--- src/rtl/conv_pkg.sv ---
// rtl/conv_pkg.sv - shared constants, types and symbol function for the K=3 rate-1/2 convolutional code
//
// Purpose : generator polynomials, encoder state enum, code symbol type and
//           the symbol function shared by the encoder and the decoder tables.
// Contents: G1, G0, conv_state_t, conv_sym_t, SYM_ZERO, conv_sym().

package conv_pkg;

    // Generator taps ordered {u, s1, s0}; G1 drives symbol bit 1, G0 symbol bit 0.
    localparam logic [2:0] G1 = 3'b111;
    localparam logic [2:0] G0 = 3'b101;

    typedef enum logic [1:0] {
        ST_IDLE = 2'd0,
        ST_ENC  = 2'd1,
        ST_GAP  = 2'd2
    } conv_state_t;

    typedef logic [1:0] conv_sym_t;

    localparam conv_sym_t SYM_ZERO = 2'b00;

    function automatic conv_sym_t conv_sym(input logic u, input logic s1, input logic s0);
        logic [2:0] w_taps;
        w_taps = {u, s1, s0};
        return {^(w_taps & G1), ^(w_taps & G0)};
    endfunction

endpackage

--- src/rtl/conv_encoder.sv ---
// rtl/conv_encoder.sv - byte-serial rate-1/2 K=3 convolutional encoder feeding the Viterbi decoder
//
// Purpose : accepts one PCM byte per valid/ready handshake, emits its eight
//           code symbols MSB first (one per clock) and then GAP_LEN zero
//           symbols so the decoder can finish its traceback.
// Ports   : clk        rising-edge clock
//           reset      asynchronous active-high reset
//           pcm_in     byte to encode, sampled on the acceptance edge
//           pcm_valid  upstream offers a byte
//           pcm_ready  encoder idle and able to accept
//           conv_code  registered code symbol {g1, g0}
//           busy       encoding or sending the gap
//           sync_err   one-cycle pulse: accepted byte has bit 7 = 0

module conv_encoder
    import conv_pkg::*;
#(
    parameter int GAP_LEN = 8
) (
    input  logic       clk,
    input  logic       reset,
    input  logic [7:0] pcm_in,
    input  logic       pcm_valid,
    output logic       pcm_ready,
    output logic [1:0] conv_code,
    output logic       busy,
    output logic       sync_err
);

    // The decoder needs 1 metric step plus 7 traceback steps after the last data symbol.
    generate
        if (GAP_LEN < 8) begin : g_gap_len_check
            $error("conv_encoder: GAP_LEN must be at least 8");
        end
    endgenerate

    localparam int              GW       = $clog2(GAP_LEN + 1);
    localparam logic [GW-1:0]   GAP_INIT = GW'(GAP_LEN);

    conv_state_t   r_state;
    logic [7:0]    r_byte;
    logic          r_s1;
    logic          r_s0;
    logic [2:0]    r_idx;
    logic [GW-1:0] r_gap;
    conv_sym_t     r_code;
    logic          r_sync_err;

    conv_state_t   w_state_next;
    logic [7:0]    w_byte_next;
    logic          w_s1_next;
    logic          w_s0_next;
    logic [2:0]    w_idx_next;
    logic [GW-1:0] w_gap_next;
    conv_sym_t     w_code_next;
    logic          w_sync_next;
    logic [2:0]    w_idx_dec;
    logic          w_bit;

    // r_idx names the bit already on the wire; ENC encodes the one below it.
    assign w_idx_dec = r_idx - 3'd1;
    assign w_bit     = r_byte[w_idx_dec];

    always_ff @(posedge clk or posedge reset) begin
        if (reset) begin
            r_state    <= ST_IDLE;
            r_byte     <= 8'd0;
            r_s1       <= 1'b0;
            r_s0       <= 1'b0;
            r_idx      <= 3'd0;
            r_gap      <= '0;
            r_code     <= SYM_ZERO;
            r_sync_err <= 1'b0;
        end else begin
            r_state    <= w_state_next;
            r_byte     <= w_byte_next;
            r_s1       <= w_s1_next;
            r_s0       <= w_s0_next;
            r_idx      <= w_idx_next;
            r_gap      <= w_gap_next;
            r_code     <= w_code_next;
            r_sync_err <= w_sync_next;
        end
    end

    always_comb begin
        w_state_next = r_state;
        w_byte_next  = r_byte;
        w_s1_next    = r_s1;
        w_s0_next    = r_s0;
        w_idx_next   = r_idx;
        w_gap_next   = r_gap;
        w_code_next  = SYM_ZERO;
        w_sync_next  = 1'b0;

        unique case (r_state)
            ST_IDLE: begin
                if (pcm_valid) begin
                    // Trellis restarts at 00 so bit 7 = 1 always opens with 11.
                    w_byte_next  = pcm_in;
                    w_idx_next   = 3'd7;
                    w_code_next  = conv_sym(pcm_in[7], 1'b0, 1'b0);
                    w_s1_next    = pcm_in[7];
                    w_s0_next    = 1'b0;
                    w_sync_next  = ~pcm_in[7];
                    w_state_next = ST_ENC;
                end
            end
            ST_ENC: begin
                w_code_next = conv_sym(w_bit, r_s1, r_s0);
                w_s1_next   = w_bit;
                w_s0_next   = r_s1;
                w_idx_next  = w_idx_dec;
                if (w_idx_dec == 3'd0) begin
                    w_gap_next   = GAP_INIT;
                    w_state_next = ST_GAP;
                end
            end
            ST_GAP: begin
                // Zero tail: also shifts zeros through the trellis.
                w_s1_next = 1'b0;
                w_s0_next = r_s1;
                if (r_gap == '0) begin
                    w_state_next = ST_IDLE;
                end else begin
                    w_gap_next = r_gap - GW'(1);
                end
            end
            default: begin
                w_state_next = ST_IDLE;
            end
        endcase
    end

    assign pcm_ready = (r_state == ST_IDLE);
    assign busy      = (r_state != ST_IDLE);
    assign conv_code = r_code;
    assign sync_err  = r_sync_err;

endmodule

--- config.mk ---
export PLATFORM = sky130hd
export DESIGN_NAME = conv_encoder
export DESIGN_NICKNAME = d
export VERILOG_FILES = /design/src/rtl/conv_pkg.sv /design/src/rtl/conv_encoder.sv
export SDC_FILE = /design/constraint.sdc
export NUM_CORES = 1
export LEC_CHECK = 0
export ABC_CLOCK_PERIOD_IN_PS = 5400
export CAP_MARGIN = 5
export CORE_ASPECT_RATIO = 1.4
export CORE_MARGIN = 2
export CORE_UTILIZATION = 60
export DETAILED_ROUTE_END_ITERATION = 16
export DONT_BUFFER_PORTS = 1
export PLACE_DENSITY = 0.79
export SKIP_LAST_GASP = 1
export SYNTH_ARGS = -nofsm -noshare
export SYNTH_HDL_FRONTEND = slang
export SYNTH_SLANG_ARGS = --single-unit
export TNS_END_PERCENT = 1
--- constraint.sdc ---
create_clock -name clk -period 5.4 [get_ports clk]
set_input_delay 1.35 -clock clk [delete_from_list [all_inputs] [get_ports clk]]
set_output_delay 1.35 -clock clk [all_outputs]
set_load 0.1 [all_outputs]
# After elaboration in Yosys (flattened, before gate mapping)
# Index checks and enable logic that the tools add are counted.
[totals]
ff_bits = 22
out_inout_bits = 5
in_bits = 11
wordCells = 55
[op_classes]
n_eq_ne = 6
n_reduce_logical = 18
muxes = 19
add_sub_neg = 2
n_lt_le_gt_ge = 1
bitwise_logic = 1
[ops]
columns = ["cell", "n"]
rows = [
  ["3-bit parity", 3],
  ["2-bit 2-to-1 mux", 4],
  ["4-bit 2-to-1 mux", 2],
  ["2-bit inequality test, second input constant", 4],
  ["4-bit case mux with 2 select lines", 1],
  ["2-bit AND reduction", 4],
  ["2-bit nonzero test", 4],
  ["2-bit case mux with 3 select lines", 1],
  ["3-bit case mux with 2 select lines", 1],
  ["3-bit AND reduction", 2],
  ["1-bit 2-to-1 mux", 5],
  ["4-bit zero test", 1],
  ["3-bit by 4-bit < comparator with 1-bit output, second input constant", 1],
  ["2-bit case mux with 2 select lines", 1],
  ["4-bit by 1-bit subtractor with 4-bit output, second input constant", 1],
  ["1-bit binary-select mux with 3-bit select", 1],
  ["3-bit zero test", 1],
  ["3-bit 2-to-1 mux", 1],
  ["1-bit case mux with 3 select lines", 1],
  ["3-bit nonzero test", 1],
  ["3-bit by 1-bit subtractor with 3-bit output, second input constant", 1],
  ["2-bit by 1-bit == test with 1-bit output, second input constant", 1],
  ["2-bit == test, second input constant", 1],
  ["2-bit zero test", 1],
  ["other kinds (3)", 3],
]

# Longest topological paths before layout
# Gate-level depths: netlist of run 1.
[depth]
ltp_word = 5
mapped_depth = 7
mapped_depth_nobuf = 6

# Worst setup path before layout of run 1
# No wires, ideal clock.
[synth_path]
path_type = "reg2out"
from = "reg r_state[0]"
to = "out busy"
setup_slack_ps = 2086
required_time_ps = 4050
arrival_time_ps = 1964
path_buffers = 1
path_stages_with_launch = 5
cell_sequence = "dfrtp_1 inv_1 ha_1 clkbuf_1 inv_1"
[synth_via]
elab_chain_len = 1
[synth_lines]
columns = ["item", "line", "text"]
rows = [
  ["start: declaration", "conv_encoder.sv:40", "conv_state_t r_state;"],
  ["start signal: assignment", "conv_encoder.sv:75", "r_state <= w_state_next;"],
  ["2-bit nonzero test", "conv_encoder.sv:136", "assign busy = (r_state != ST_IDLE);"],
  ["end: declaration", "conv_encoder.sv:26", "output logic busy,"],
]
# No other way between the ends.

# Worst setup path in the final report of run 1
# Ends and elaborated chain as after synthesis.

==> impl_metrics.yaml, run 1 <==
synth:
  synthCells: 109
  synth_ff_type: "sky130_fd_sc_hd__dfrtp_1"
  synth_cell_types: 32
  synth.yosys.warnings: 0
  postSynthRegisterBits: 22
  synth-edff-count: 0
  synth_area_per_cell_um2: 10.8
  syn_area_mm2: 0.00118
  yosys-top-cells-area: "sky130_fd_sc_hd__dfrtp_1, sky130_fd_sc_hd__ha_1, sky130_fd_sc_hd__mux2_2"
  synthTopCellsByCount: "sky130_fd_sc_hd__dfrtp_1, sky130_fd_sc_hd__inv_1, sky130_fd_sc_hd__nor2_1"
  synthMostInstantiatedCell: "sky130_fd_sc_hd__dfrtp_1"
  seq_total_area_yosys: 0.466
  synthArstFlopShare: 1.00
  netlist.top_cell.by_area: "sky130_fd_sc_hd__dfrtp_1"
  synth.top_cell.area_share: 0.466
  mappedNetlistNets: 127
worst_setup_path:
  crit_path_end_kind: "primary output"
  worst-setup-path-type: "flip-flop to primary output"
  start_kind: "flip-flop"
  crit_fanout: 4
  timing.critical_path.required_ns: 4.05
  cp_data_arrival_time_ns: 1.65
cts:
  cts_max_path_buffers: 2
  cts_max_level: 1
  cts_made_buffers: 3
  cts_tree: "done"
  clkSinkCount: 22
  cts_hold_repair.buffers: 0
  clockRootBuffer: "sky130_fd_sc_hd__clkbuf_4"
  clk_transition_reported_paths_ns: 0.11
  post_cts_resized: 0
  clock_latency_of_the_later_clocked_register_in_the_worst_skew_pair_ns: 0.31
  postCtsSetupBuffers: 0
timing:
  finClkSkew_ns: 0.00123
  timing_worst_slew_pin_value_ns: 0.864
  finalHoldWorstSlack_ns: 0.500
  timing.final.crit_period_ns: 3.00
  slew_headroom: 0.424
  fmax_mhz: 333
  setup_viol_count_final: 0
  unrepaired_setup_endpoints_after_global_routing: "no"
  finalSetupTns_ns: 0
  finalHoldViolations: 0
  fraction_of_the_cycle_the_final_worst_path_needs: 0.556
  timing.final.max_slew_violations: 0
cells_and_area:
  final_layout_size_suffix_gt1_frac: 0.144
  nFillCells: 162
  layout-area-overhead-vs-synth_pct: 4.13
  antenna_cells_inserted: 0
  final_area_mm2: 0.00123
  finish.cell_count_without_fillers: 132
  final_nets: 131
global_route:
  global_route.usage.total: 0.206
  grt_pass1_vias: 811
  pin_count_of_the_biggest_net_entering_global_routing: 23
  wire_length_of_the_first_global_routing_pass_mm: 3.63
  gr-total-overflow: 0
  antenna_found_initial: 0
placed_design:
  numPlacedInstances: 129
  hpwl_mm: 1.62
  io_buffers: 0
  finalWeightedCongestion: 0.810
  post_dp_cell_area_mm2: 0.00121
routing:
  route.antenna.remaining_nets: 0
  drc_errors: 0
  drtPass1Iterations: 4
  wirelength_mm: 2.14
  first_iter_violations: 24
  via_count: 792
  routed_len_inst_um: 16.2
  routed_via_density: 6.00
die:
  core_area_mm2: 0.00190
  die_width_um: 41.5
  die_height_um: 56.5
  pin_count: 16
  fp.dieArea_mm2: 0.00234
  floorplan.initialDensity: 0.621
  floorplan.rows: 19
job:
  drv.max_cap_violation_count: 0
outcome:
  result_of_the_run: "finished, final reports clean"
min_path:
  worstHoldPathType: "flip-flop to flip-flop"
[metal layers]
metal | track usage | part of all wire | vias to the layer above
li1 | - | - | 384
met1 | 0.257 | 0.42 | 384
met2 | 0.348 | 0.52 | 19
met3 | 0.0354 | 0.036 | 5
met4 | 0.0829 | 0.020 | 0
met5 | 0 | 0 | -
[flip-flops by register name (all words and copies together), names as in the netlist]
signal     flops
r_byte         8
r_gap          4
r_idx          3
conv_code      2
r_state        2
r_s0           1
r_s1           1
sync_err       1
[layout make-up]
cell class | instances | area [um^2] | area share
tap | 21 | 26.3 | 0.0214
multi-input combinational | 73 | 578 | 0.470
timing repair buffer | 1 | 7.51 | 0.00610
clock buffer | 3 | 22.5 | 0.0183
sequential | 22 | 551 | 0.448
inverter | 12 | 45.0 | 0.0366
[cell usage in the layout (no fill, tap or decap), types with 2 or more instances in the layout]
| cell type | count |
|---|---|
| sky130_fd_sc_hd__clkbuf_4 | 3 |
| sky130_fd_sc_hd__inv_1 | 12 |
| sky130_fd_sc_hd__ha_1 | 7 |
| sky130_fd_sc_hd__nor2b_1 | 2 |
| sky130_fd_sc_hd__nand2_1 | 5 |
| sky130_fd_sc_hd__a21oi_1 | 3 |
| sky130_fd_sc_hd__mux4_2 | 2 |
| sky130_fd_sc_hd__xnor2_1 | 2 |
| sky130_fd_sc_hd__nor2_1 | 8 |
| sky130_fd_sc_hd__nand3_1 | 4 |
| sky130_fd_sc_hd__mux2_2 | 7 |
| sky130_fd_sc_hd__a221oi_1 | 2 |
| sky130_fd_sc_hd__dfrtp_1 | 22 |
| sky130_fd_sc_hd__nor3b_1 | 2 |
| sky130_fd_sc_hd__o32a_1 | 2 |
| sky130_fd_sc_hd__o21ai_0 | 6 |
| sky130_fd_sc_hd__nand2b_1 | 4 |
| sky130_fd_sc_hd__o31ai_1 | 2 |
| sky130_fd_sc_hd__a31oi_1 | 2 |
[final timing paths]
check                                            start               endpoint  slack, ns  cells after the start
worst min-delay path             r_byte[7]$_DFFE_PP0P_  r_byte[7]$_DFFE_PP0P_       0.50                      2
worst min register to register   r_byte[7]$_DFFE_PP0P_  r_byte[7]$_DFFE_PP0P_       0.50                      2
max in group asynchronous                        reset   r_idx[0]$_DFFE_PP0P_       3.82                      1
worst max-delay path            r_state[0]$_DFFE_PP0P_                   busy       2.40                      3
worst max register to register    r_idx[0]$_DFFE_PP0P_       r_s1$_DFFE_PP0P_       3.24                      6
min in group asynchronous                        reset     sync_err$_DFF_PP0_       1.08                      1
[worst max-delay path, cell delays in order, from the launching register on]
cell and delay [ns]:
sky130_fd_sc_hd__dfrtp_1 0.42, sky130_fd_sc_hd__inv_1 0.08, sky130_fd_sc_hd__ha_1 0.22, sky130_fd_sc_hd__inv_1 0.61
[cell families after synthesis]
logic type | share of synthesized area
xor gates and xnor gates | 0.0360
muxes | 0.125
buffers and inverters | 0.0445
DFF | 0.466
and+or+nand+nor | 0.122
adders and majority gates | 0.0741
AOI/OAI and AO/OA | 0.132
[per-stage QoR]
stage               utilization  setup WS, ns
CTS                       0.647          2.42
global placement          0.635          2.80
global route              0.647          2.35
floorplan                     -          2.09
finish                    0.647          2.40
detailed placement        0.635          2.76
Power of run 1 is left out: the tool's default activity adds up to more than one toggle a clock period on the data nets, which glitch-free logic cannot reach.
==> run 2: changes to the inputs <==
ABC_CLOCK_PERIOD_IN_PS = 2500   (was 5400)
CORE_UTILIZATION = 55   (was 60)
PLACE_DENSITY = 0.76   (was 0.79)
clock period = 2.5 ns   (was 5.4 ns; I/O delays follow)
==> impl_metrics.yaml, run 2 (synthesized netlist as in run 1, its figures left out) <==
cells_and_area:
  layout-area-overhead-vs-synth_pct: 6.89
  largest_registers: "r_byte (8), r_gap (4), r_idx (3)"
  antenna_cells_inserted: 0
  final_layout_size_suffix_gt1_frac: 0.183
  layout.cells.most_common_list: "sky130_fd_sc_hd__dfrtp_1, sky130_fd_sc_hd__inv_1, sky130_fd_sc_hd__nor2_1"
  final_area_mm2: 0.00126
  final_nets: 135
  top_register: "r_byte"
  layout_commonest_cell: "sky130_fd_sc_hd__dfrtp_1"
  largest_reg_flops: 8
routing:
  drc_errors: 0
  first_iter_violations: 11
  drtPass1Iterations: 4
  routed_len_inst_um: 15.3
  routed_via_density: 5.93
  wirelength_mm: 2.09
  route.antenna.remaining_nets: 0
  via_count: 807
placed_design:
  post_dp_cell_area_mm2: 0.00124
  placement.setup.worst_slack_ns: 0.415
  hpwl_mm: 1.60
  finalWeightedCongestion: 0.792
  io_buffers: 0
worst_setup_path:
  timing.critical_path.required_ns: 2.68
  cp_slowest_stage_delay_ns: 0.52
  critical-path-slowest-cell: "sky130_fd_sc_hd__mux4_2"
  start_kind: "flip-flop"
  cp_cell_sequence: "inv_1, ha_1, mux4_2, mux2i_2, a2bb2oi_1, a21oi_1"
  worst-setup-path-type: "flip-flop to flip-flop"
  worst-path-buf-inv: 1
  crit_path_end_kind: "flip-flop"
  critical_path.top_delay_family: "multiplexers"
  crit_fanout: 6
  cp_data_arrival_time_ns: 2.28
cts:
  post_cts_resized: 0
  clk_transition_reported_paths_ns: 0.11
  cts_hold_repair.buffers: 0
  clockRootBuffer: "sky130_fd_sc_hd__clkbuf_4"
  cts_made_buffers: 3
  cts_tree: "done"
  cts_max_level: 1
  postCtsSetupBuffers: 0
  clock_latency_of_the_later_clocked_register_in_the_worst_skew_pair_ns: 0.29
  cts_max_path_buffers: 2
  clkSinkCount: 22
global_route:
  antenna_found_initial: 0
  gr-total-overflow: 0
  wire_length_of_the_first_global_routing_pass_mm: 3.71
  grt_pass1_vias: 847
  global_route.usage.total: 0.195
  pin_count_of_the_biggest_net_entering_global_routing: 23
timing:
  slew_headroom: 0.462
  timing.final.crit_period_ns: 2.10
  setup_viol_count_final: 0
  timing_worst_slew_pin_value_ns: 0.806
  timing.final.max_slew_violations: 0
  fmax_mhz: 477
  finClkSkew_ns: 0.00330
  finalHoldWorstSlack_ns: 0.359
  postLayoutSetupSlackWorst_ns: 0.404
  unrepaired_setup_endpoints_after_global_routing: "no"
  finalSetupTns_ns: 0
  fraction_of_the_cycle_the_final_worst_path_needs: 0.838
  finalHoldViolations: 0
die:
  core_area_mm2: 0.00200
  pin_count: 16
  die_width_um: 43.2
  fp.dieArea_mm2: 0.00254
  die_height_um: 58.8
  floorplan.rows: 19
  floorplan.initialDensity: 0.591
outcome:
  result_of_the_run: "finished, final reports clean"
min_path:
  worstHoldPathType: "input port to async pin"
job:
  drv.max_cap_violation_count: 0
==> run 2: cell count changes in the layout (fill, tap and decap cells not counted), sizes merged <==
cell  change
buf       +4
==> run 2: final timing paths <==
check	startpoint	end	slack, ns	depth (start not counted)
setup / recovery	r_idx[0]$_DFFE_PP0P_	r_s1$_DFFE_PP0P_	0.40	6
hold / removal	reset	r_idx[0]$_DFFE_PP0P_	0.36	1
setup reg to reg	r_idx[0]$_DFFE_PP0P_	r_s1$_DFFE_PP0P_	0.40	6
hold reg to reg	r_byte[7]$_DFFE_PP0P_	r_byte[7]$_DFFE_PP0P_	0.49	2
max in group asynchronous	reset	conv_code[1]$_DFF_PP0_	1.64	1
min in group clk	pcm_in[7]	sync_err$_DFF_PP0_	0.38	1
==> run 2: through the flow <==
stage,util,instances
after detailed placement,0.621,133
after global placement,0.621,133
final,0.632,136
after CTS,0.632,136
after global routing,0.632,136
after floorplan,-,109
==> run 2: final cells by class <==
type                            instances  area (um^2)
Clock buffer                            3         22.5
Sequential cell                        22          551
Timing Repair Buffer                    5         37.5
Inverter                               12         45.0
Tap cell                               21         26.3
Fill cell                             178          734
Multi-Input combinational cell         73          581
==> run 2: routing by layer <==
metal	vias to the layer above	routed length, um	track usage
li1	396	-	-
met1	387	873	0.239
met2	19	1090	0.339
met3	5	88	0.0399
met4	0	34	0.0649
met5	-	0	0
Power of run 2 is left out for the same reason.
==> run 3: changes to the inputs <==
ABC_CLOCK_PERIOD_IN_PS = 2000   (was 2500)
CORE_UTILIZATION = 60   (was 55)
PLACE_DENSITY = 0.79   (was 0.76)
clock period = 2 ns   (was 2.5 ns; I/O delays follow)
==> impl_metrics.yaml, run 3 (synthesized netlist as in run 1, its figures left out) <==
outcome:
  result_of_the_run: "finished, final reports clean"
cts:
  cts_tree: "done"
  clockRootBuffer: "sky130_fd_sc_hd__clkbuf_4"
  cts_max_path_buffers: 2
  cts_hold_repair.buffers: 0
  clock_latency_of_the_later_clocked_register_in_the_worst_skew_pair_ns: 0.30
  cts_max_level: 1
  cts_made_buffers: 3
  clk_transition_reported_paths_ns: 0.11
  clkSinkCount: 22
cells_and_area:
  top_register: "r_byte"
  final_area_mm2: 0.00132
  final_nets: 138
  layout.cells.most_common_list: "sky130_fd_sc_hd__dfrtp_1, sky130_fd_sc_hd__inv_1, sky130_fd_sc_hd__nor2_1"
  antenna_cells_inserted: 0
  largest_registers: "r_byte (8), r_gap (4), r_idx (3)"
  nFillCells: 139
  layout-area-overhead-vs-synth_pct: 11.8
  final-seq-area_um2: 551
  finish.cell_count_without_fillers: 139
  layout_commonest_cell: "sky130_fd_sc_hd__dfrtp_1"
  multi_input_gate_area_um2: 599
  final_layout_size_suffix_gt1_frac: 0.212
  largest_reg_flops: 8
placed_design:
  finalWeightedCongestion: 0.792
  post_dp_cell_area_mm2: 0.00129
  numPlacedInstances: 136
  hpwl_mm: 1.66
  placement.setup.worst_slack_ns: 0.0789
  io_buffers: 0
timing:
  unrepaired_setup_endpoints_after_global_routing: "no"
  finalSetupTns_ns: 0
  fraction_of_the_cycle_the_final_worst_path_needs: 0.957
  finClkSkew_ns: 0.00287
  timing.final.crit_period_ns: 1.91
  timing.final.max_slew_violations: 0
  timing_worst_slew_pin_value_ns: 0.370
  finalHoldViolations: 0
  slew_headroom: 0.752
  fmax_mhz: 522
  setup_viol_count_final: 0
  postLayoutSetupSlackWorst_ns: 0.0851
routing:
  drtPass1Iterations: 4
  wirelength_mm: 2.20
  route.antenna.remaining_nets: 0
  drc_errors: 0
  via_count: 858
  routed_via_density: 6.17
  first_iter_violations: 20
  routed_len_inst_um: 15.8
worst_setup_path:
  start_kind: "flip-flop"
  cp_cell_sequence: "inv_1, ha_1, mux4_2, mux2i_4, a2bb2oi_1, a21oi_1"
  worst-path-buf-inv: 1
  cp_data_arrival_time_ns: 2.11
  timing.critical_path.required_ns: 2.19
  crit_fanout: 3
  worst-setup-path-type: "flip-flop to flip-flop"
  critical_path.top_delay_family: "multiplexers"
  cp_slowest_stage_delay_ns: 0.55
  crit_path_end_kind: "flip-flop"
  critical-path-slowest-cell: "sky130_fd_sc_hd__mux4_2"
die:
  core_area_mm2: 0.00190
  die_width_um: 41.5
  floorplan.rows: 19
  fp.dieArea_mm2: 0.00234
  pin_count: 16
  die_height_um: 56.5
  floorplan.initialDensity: 0.621
global_route:
  grt.met2_usage: 0.382
  wire_length_of_the_first_global_routing_pass_mm: 3.74
  gr-total-overflow: 0
  pin_count_of_the_biggest_net_entering_global_routing: 23
  antenna_found_initial: 0
  grt_pass1_vias: 875
  grt_util_met1: 0.223
  grt_max_usage_layer: "met2"
  global_route.usage.met3: 0.0450
  global_route.usage.total: 0.202
min_path:
  worstHoldPathType: "input port to async pin"
job:
  drv.max_cap_violation_count: 0
-- run 3: area by class of cell --
| type | instances | area share |
|---|---|---|
| multi-input combinational | 73 | 0.454 |
| sequential | 22 | 0.417 |
| timing repair buffer | 8 | 0.0550 |
| inverter | 12 | 0.0370 |
| tap | 21 | 0.0199 |
| clock buffer | 3 | 0.0171 |
-- run 3: through the flow --
stage / hold slack, ns / utilization
3_3_place_gp: 0.437 / 0.678
5_1_grt: 0.115 / 0.694
6_report: 0.106 / 0.694
4_1_cts: 0.115 / 0.689
3_5_place_dp: 0.446 / 0.678
2_1_floorplan: 0.442 / -
-- run 3: final timing paths --
path	start	to	slack, ns	depth (start not counted)
worst max-delay path	r_idx[1]$_DFFE_PP0P_	r_s1$_DFFE_PP0P_	0.09	6
worst min-delay path	reset	r_s0$_DFFE_PP0P_	0.11	2
worst max register to register	r_idx[1]$_DFFE_PP0P_	r_s1$_DFFE_PP0P_	0.09	6
worst min register to register	r_byte[4]$_DFFE_PP0P_	r_byte[4]$_DFFE_PP0P_	0.52	1
max in group asynchronous	reset	r_state[0]$_DFFE_PP0P_	1.68	2
min in group clk	pcm_in[7]	sync_err$_DFF_PP0_	0.25	1
-- run 3: metal layers --
layer,vias up,part of all wire
li1,403,-
met5,-,0
met3,6,0.050
met2,30,0.58
met1,419,0.35
met4,0,0.017
-- run 3: repair_timing --
item                                   in CTS  in global routing
setup endpoints to repair                   0                  2
endpoints found under the hold margin       0                  0
gates resized for setup                     0                  1
setup buffers                               0                  0
Power of run 3 is left out for the same reason.
